[src/rtl/booth_ctrl_pkg.sv]
// Shared definitions for the radix-2 Booth multiplier controller.
//   - state_t   : FSM state encoding (3-bit binary)
//   - PAIR_SUB  : {Q[0],Q-1} pair that selects A-M
//   - PAIR_ADD  : {Q[0],Q-1} pair that selects A+M
package booth_ctrl_pkg;

    typedef enum logic [2:0] {
        IDLE  = 3'd0,
        LOAD  = 3'd1,
        TEST  = 3'd2,
        ADD   = 3'd3,
        SUB   = 3'd4,
        SHIFT = 3'd5,
        DONE  = 3'd6
    } state_t;

    localparam logic [1:0] PAIR_SUB = 2'b10;
    localparam logic [1:0] PAIR_ADD = 2'b01;

endpackage

[src/rtl/booth_ctrl_iter_cnt.sv]
// Iteration counter for the Booth controller.
// Ports:
//   clk   in   system clock
//   reset in   synchronous active-high reset, clears the count
//   clr   in   synchronous clear (operation start)
//   inc   in   advance by one (one per shift)
//   last  out  count has reached N-1, i.e. the current shift is the final one
module booth_ctrl_iter_cnt #(
    parameter int N  = 4,
    parameter int CW = $clog2(N + 1)
) (
    input  logic clk,
    input  logic reset,
    input  logic clr,
    input  logic inc,
    output logic last
);

    logic [CW-1:0] cnt;

    always_ff @(posedge clk) begin
        if (reset) begin
            cnt <= '0;
        end else if (clr) begin
            cnt <= '0;
        end else if (inc && (cnt != CW'(N))) begin
            // Saturate at N so the count can never wrap back into range.
            cnt <= cnt + 1'b1;
        end
    end

    assign last = (cnt == CW'(N - 1));

endmodule

[src/rtl/booth_ctrl.sv]
// Control unit for an N-bit radix-2 Booth shift-add multiplier.
// Sequences the A accumulator, Q multiplier, Q-1 bit and M multiplicand
// registers of the datapath. Outputs are Moore (decoded from state only).
//
// state | meaning
// IDLE  | waiting for start
// LOAD  | clear A, load Q and M, clear Q-1, reset iteration count
// TEST  | inspect {q0,qm1} to choose add, subtract or shift only
// ADD   | A <= A + M
// SUB   | A <= A - M
// SHIFT | arithmetic shift right of {A,Q,Q-1}, count one iteration
// DONE  | result valid; wait for start to drop
//
// Ports:
//   clk, reset          clock, synchronous active-high reset
//   start               level request, sampled in IDLE/DONE only
//   q0, qm1             datapath Q[0] and Q-1
//   ClrA, CargaA        clear A / load A from the adder
//   DesplazaA           arithmetic shift right of A
//   CargaQ, DesplazaQ   load Q (and clear Q-1) / shift Q
//   CargaM              load M
//   Resta               adder mode, 1 = A-M
//   fin                 product {A,Q} valid
module booth_ctrl
    import booth_ctrl_pkg::*;
#(
    parameter int N  = 4,
    parameter int CW = $clog2(N + 1)
) (
    input  logic clk,
    input  logic reset,
    input  logic start,
    input  logic q0,
    input  logic qm1,
    output logic ClrA,
    output logic CargaA,
    output logic DesplazaA,
    output logic CargaQ,
    output logic DesplazaQ,
    output logic CargaM,
    output logic Resta,
    output logic fin
);

    state_t state;
    state_t state_next;
    logic   cnt_last;

    booth_ctrl_iter_cnt #(
        .N  (N),
        .CW (CW)
    ) u_iter_cnt (
        .clk   (clk),
        .reset (reset),
        .clr   (state == LOAD),
        .inc   (state == SHIFT),
        .last  (cnt_last)
    );

    always_ff @(posedge clk) begin
        if (reset) begin
            state <= IDLE;
        end else begin
            state <= state_next;
        end
    end

    always_comb begin
        state_next = state;
        ClrA       = 1'b0;
        CargaA     = 1'b0;
        DesplazaA  = 1'b0;
        CargaQ     = 1'b0;
        DesplazaQ  = 1'b0;
        CargaM     = 1'b0;
        Resta      = 1'b0;
        fin        = 1'b0;

        case (state)
            IDLE: begin
                if (start) begin
                    state_next = LOAD;
                end
            end
            LOAD: begin
                ClrA       = 1'b1;
                CargaQ     = 1'b1;
                CargaM     = 1'b1;
                state_next = TEST;
            end
            TEST: begin
                case ({q0, qm1})
                    PAIR_SUB: state_next = SUB;
                    PAIR_ADD: state_next = ADD;
                    default:  state_next = SHIFT;
                endcase
            end
            ADD: begin
                CargaA     = 1'b1;
                state_next = SHIFT;
            end
            SUB: begin
                CargaA     = 1'b1;
                Resta      = 1'b1;
                state_next = SHIFT;
            end
            SHIFT: begin
                DesplazaA  = 1'b1;
                DesplazaQ  = 1'b1;
                state_next = cnt_last ? DONE : TEST;
            end
            DONE: begin
                fin = 1'b1;
                // Holding start keeps us here; a new operation needs a fresh rise.
                if (!start) begin
                    state_next = IDLE;
                end
            end
            default: begin
                state_next = IDLE;
            end
        endcase
    end

endmodule

[config.mk]
export PLATFORM = sky130hd
export DESIGN_NAME = booth_ctrl
export DESIGN_NICKNAME = d
export VERILOG_FILES = /design/src/rtl/booth_ctrl_pkg.sv /design/src/rtl/booth_ctrl_iter_cnt.sv /design/src/rtl/booth_ctrl.sv
export SDC_FILE = /design/constraint.sdc
export NUM_CORES = 1
export LEC_CHECK = 0
export ABC_AREA = 1
export CORE_AREA = 5 5 42 44
export CTS_CLUSTER_DIAMETER = 40
export DETAILED_ROUTE_END_ITERATION = 10
export DIE_AREA = 0 0 47 49
export SLEW_MARGIN = 40
export SYNTH_ARGS = -nofsm -noshare
export SYNTH_HDL_FRONTEND = slang
export SYNTH_SLANG_ARGS = --single-unit
[constraint.sdc]
create_clock -name clk -period 1.5 [get_ports clk]
set_input_delay 0.15 -clock clk [delete_from_list [all_inputs] [get_ports clk]]
set_output_delay 0.15 -clock clk [all_outputs]
set_load 0.03 [all_outputs]
Word level (Yosys, flattened, before mapping):

Cells that the tools add are included.

* add/subtract/negate cells: 1
* eq/ne operators: 12
* reductions and logical operators: 5
* mux-type cells: 10

Operator list (number)
* $pmux 3 s6: 1
* $eq 3x2->1 const B: 3
* $eq 3x3->1 const B: 3
* $mux 3: 3
* $pmux 3 s2: 1
* $mux 1: 5
* $ne 2x2->1 const B: 2
* $reduce_or 2->1: 2
* $add 3x1->3 const B: 1
* $eq 3x1->1 const B: 1
* $logic_not 3->1: 1
* $ne 3x3->1 const B: 1
* $eq 2x1->1 const B: 1
* $eq 2x2->1 const B: 1
* $reduce_and 2->1: 1
* $logic_and 1x1->1: 1

* output and inout port bits: 8
* bits of input ports: 5
* word-level logic and storage cells: 30
* bits in registers: 6

Depth between registers and ports, before layout:

* word-level depth: 3
* depth in mapped cells: 7
* depth with buffers taken out: 7

Cells and area by module:

A second synthesis with hierarchy kept.

* cells, all modules: 71
* area total of the unflattened synthesis: 445.4 um^2

By module, submodules not included
* booth_ctrl: area each 261.5 um^2, seq. area each 60.1 um^2, cells an instance 45, instances 1
* booth_ctrl_iter_cnt: area each 183.9 um^2, seq. area each 60.1 um^2, cells an instance 26, instances 1

Worst setup path before layout:

No wires, ideal clock.

* path kind: register to output
* from: register state[0]
* to: output CargaQ
* cell stages (with the launch flop): 6
* buffers on the path: 1
* data arrival time: 1112 ps
* slack: 238 ps
* cell sequence: dfxtp_1 inv_1 nor2_1 nand2_1 inv_1 buf_4

* cells in the longest elaborated chain, start to end: 2

RTL lines
* from (decl): line booth_ctrl.sv:45 `state_t state;`
* from (signal assigned): line booth_ctrl.sv:64 `state <= state_next;`
* $eq 3x1->1
* $mux 1
* to (decl): line booth_ctrl.sv:38 `output logic CargaQ,`

No other way between the ends.

Worst setup path after layout:

* from: register state[1]
* to: output Resta

* cells in the longest elaborated chain, start to end: 2

RTL lines
* $eq 3x3->1: line booth_ctrl.sv:79 `case (state)`
* $mux 1: line booth_ctrl.sv:79
* to (decl): line booth_ctrl.sv:41 `output logic Resta,`

No other way between the ends.

==> results.txt <==
status - finished clean
min cycle time layout - 1.449 ns
Cells after DPL - 94
htree depth - 1
Place WS - 0.02759 ns
initial antenna violation count - 0
CTS Buf Count - 3
largest cells by area after synthesis - dfxtp_1 29%, nand2_1 15%, inv_1 14%
max_slew headroom - 80.11%
Layout area overhead - 34.04%
CTS tree - built
crit path cell chain - nor2_1, nand2_1, inv_1, dlygate4sd2_1
Mapped Avg Cell Area - 6.200 sq um
DR pass1 iterations - 4
share of layout cells above drive strength 1 - 16.05%
Post-synth top cells - 17 x nand2_1, 15 x inv_1, 8 x nand3_1
first-iteration detailed-routing DRC count - 5
clk buf depth - 2
Die ar. - 2303 sq um
site row count - 14
Slew Viols, Final - 0
via count - 434
CP Capture Type - output pin
GP Congestion - 0.6967
ys flop type - dfxtp_1
final wirelength - 861 microns
CP Max Fanout - 5
Data required, critical path - 1.35 ns
path type of the worst setup path - reg -> out
Post-DRT Antenna Nets - 0
Ports - 13
unrepaired setup endpoints after global routing - true
TritonCTS Sinks - 6
first-pass GRT wire length - 1497 microns
slowest CP cell - dlygate4sd2_1
FFs w/ async S/R, synth - 0%
Pwr Density - 883.8 nW/um^2
Initial Util - 29.64%
hold depth - 2
delay of the slowest critical-path stage - 0.39 ns
RR Endpoint - state[1]
Reg2Reg Setup Slack - 0.33 ns
Post-synth EDFFs - 0
vias per inst - 4.474
remaining global-route overflow - 0
FF-to-FF Start - state[1]
Hold Startpoint - u_iter_cnt.cnt[1]
synthesized flop and latch total - 6
DIE HEIGHT - 49 microns
Achievable Freq - 690.3 MHz
Yosys cell types - 12
Total Neg Setup Slack - 0 ns
Tcrit/Tclk final - 96.57%
top-count cell post-synth - nand2_1
overall power consumption - 0.4921 mW
Avg WL per Cell - 8.876 microns
sequential cell area fraction in the yosys report - 28.92%
Worst-Margin Slew - 0.2996 ns
number of port buffers - 12
vias in the first global route - 398
total track usage - 9.225%
final hold violations - 0
R2R cell count - 6
startpoint types - flop
Pleak - 0.3046 nW
non-filler cells, final - 97
fin nets - 91
hold path endpoint - u_iter_cnt.cnt[1]
Peak supply drop - 315.1 uV
die width - 47 microns
Ant. Diodes - 0
top cell type's share of synthesized area - 28.92%
Skew-Pair Late Insertion Delay - 0.25 ns
Detail Placement HPWL - 699.8 microns
cell accounting for the most synthesized area - dfxtp_1
post-synthesis cell area - 415.4 sq um
clock slew seen by the registers of the worst setup and hold paths - 0.05 ns
min-delay worst type - reg -> reg
Critical path origin - state[1]
CTS root buffer - clkbuf_4
final setup fails - 0
core area - 1401 sq um
Crit path arrival time - 1.30 ns
Clock Skew - 0.004075 ns
Syn Inst Count - 67
net count of the mapped netlist - 75
hold buffers post-CTS - 0
largest net degree at the start of global routing - 6
Yosys warnings - 0
Worst Hold Slack - 0.4876 ns
drt drc - 0
Max Cap Viol - 0
setup ws final - 0.05142 ns
## worst max path at each step
stage,endpoint,depth (start not counted)
after CTS,CargaA,4
after global routing,Resta,4
after detailed placement,CargaA,4
after global placement,CargaA,4
after floorplan,CargaQ,5
final,Resta,4
## power breakdown
group	internal, mW	switching (mW)	total, mW	leakage [nW]
clock network	0.0906	0.0600	0.151	0.0138
logic	0.0594	0.0977	0.157	0.242
registers	0.172	0.0129	0.184	0.0489
## cell type report
| type | instances | area [sq um] |
|---|---|---|
| Tap cell | 16 | 20.02 |
| Sequential cell | 6 | 120.1 |
| Multi-Input combinational cell | 43 | 224.0 |
| Clock buffer | 3 | 22.52 |
| Timing Repair Buffer | 14 | 113.9 |
| Fill cell | 164 | 844.6 |
| Inverter | 15 | 56.30 |
## cell families after synthesis
| group | after synthesis | share of synthesized area (%) |
|---|---|---|
| AOI/OAI and AO/OA | 4 | 4.817 |
| adders and majority gates | 3 | 9.037 |
| buffers and inverters | 18 | 18.97 |
| DFF | 6 | 28.92 |
| and+or+nand+nor | 36 | 38.25 |
## sequential cells by signal, summed over array words and instances (netlist names)
| register | cells |
|---|---|
| state | 3 |
| u_iter_cnt.cnt | 3 |
## critical path: cells and delay by family (launching register included)
family	cells	cell delay, ns
and+or+nand+nor	2	0.25
DFF	1	0.36
buffers and inverters	2	0.44
## what timing repair did
action                     in CTS  in global routing
setup endpoints to repair       4                  6
setup buffers                   0                  0
resized for setup               4                  7
## per-layer routing
layer | up-vias | global-route usage (%) | wire (microns)
met5 | - | 0 | 0
met4 | 0 | 8.295 | 27
met3 | 4 | 3.321 | 91
met2 | 21 | 11.54 | 355
met1 | 180 | 11.65 | 386
li1 | 229 | - | -
## cell usage in the layout, fill, tap and decap left out
master and count:
dfxtp_1 6, ha_1 3, clkdlybuf4s50_1 4, nand2_1 17
inv_1 15, nor3_1 2, clkdlybuf4s15_1 1, o21ai_0 1
nor2_1 6, nand3_1 8, nor2_4 2, dlygate4sd2_1 1
buf_4 6, clkbuf_2 2, a21oi_1 3, clkbuf_4 3
nand3b_1 1
## through the flow
| stage | utilization, % | instance area [sq um] |
|---|---|---|
| 3_5_place_dp | 38.39 | 538.0 |
| 5_1_grt | 39.73 | 556.8 |
| 3_3_place_gp | 38.39 | 538.0 |
| 2_1_floorplan | - | 415.4 |
| 4_1_cts | 39.64 | 555.5 |
| 6_report | 39.73 | 556.8 |
(Power assumes the default switching activity.)
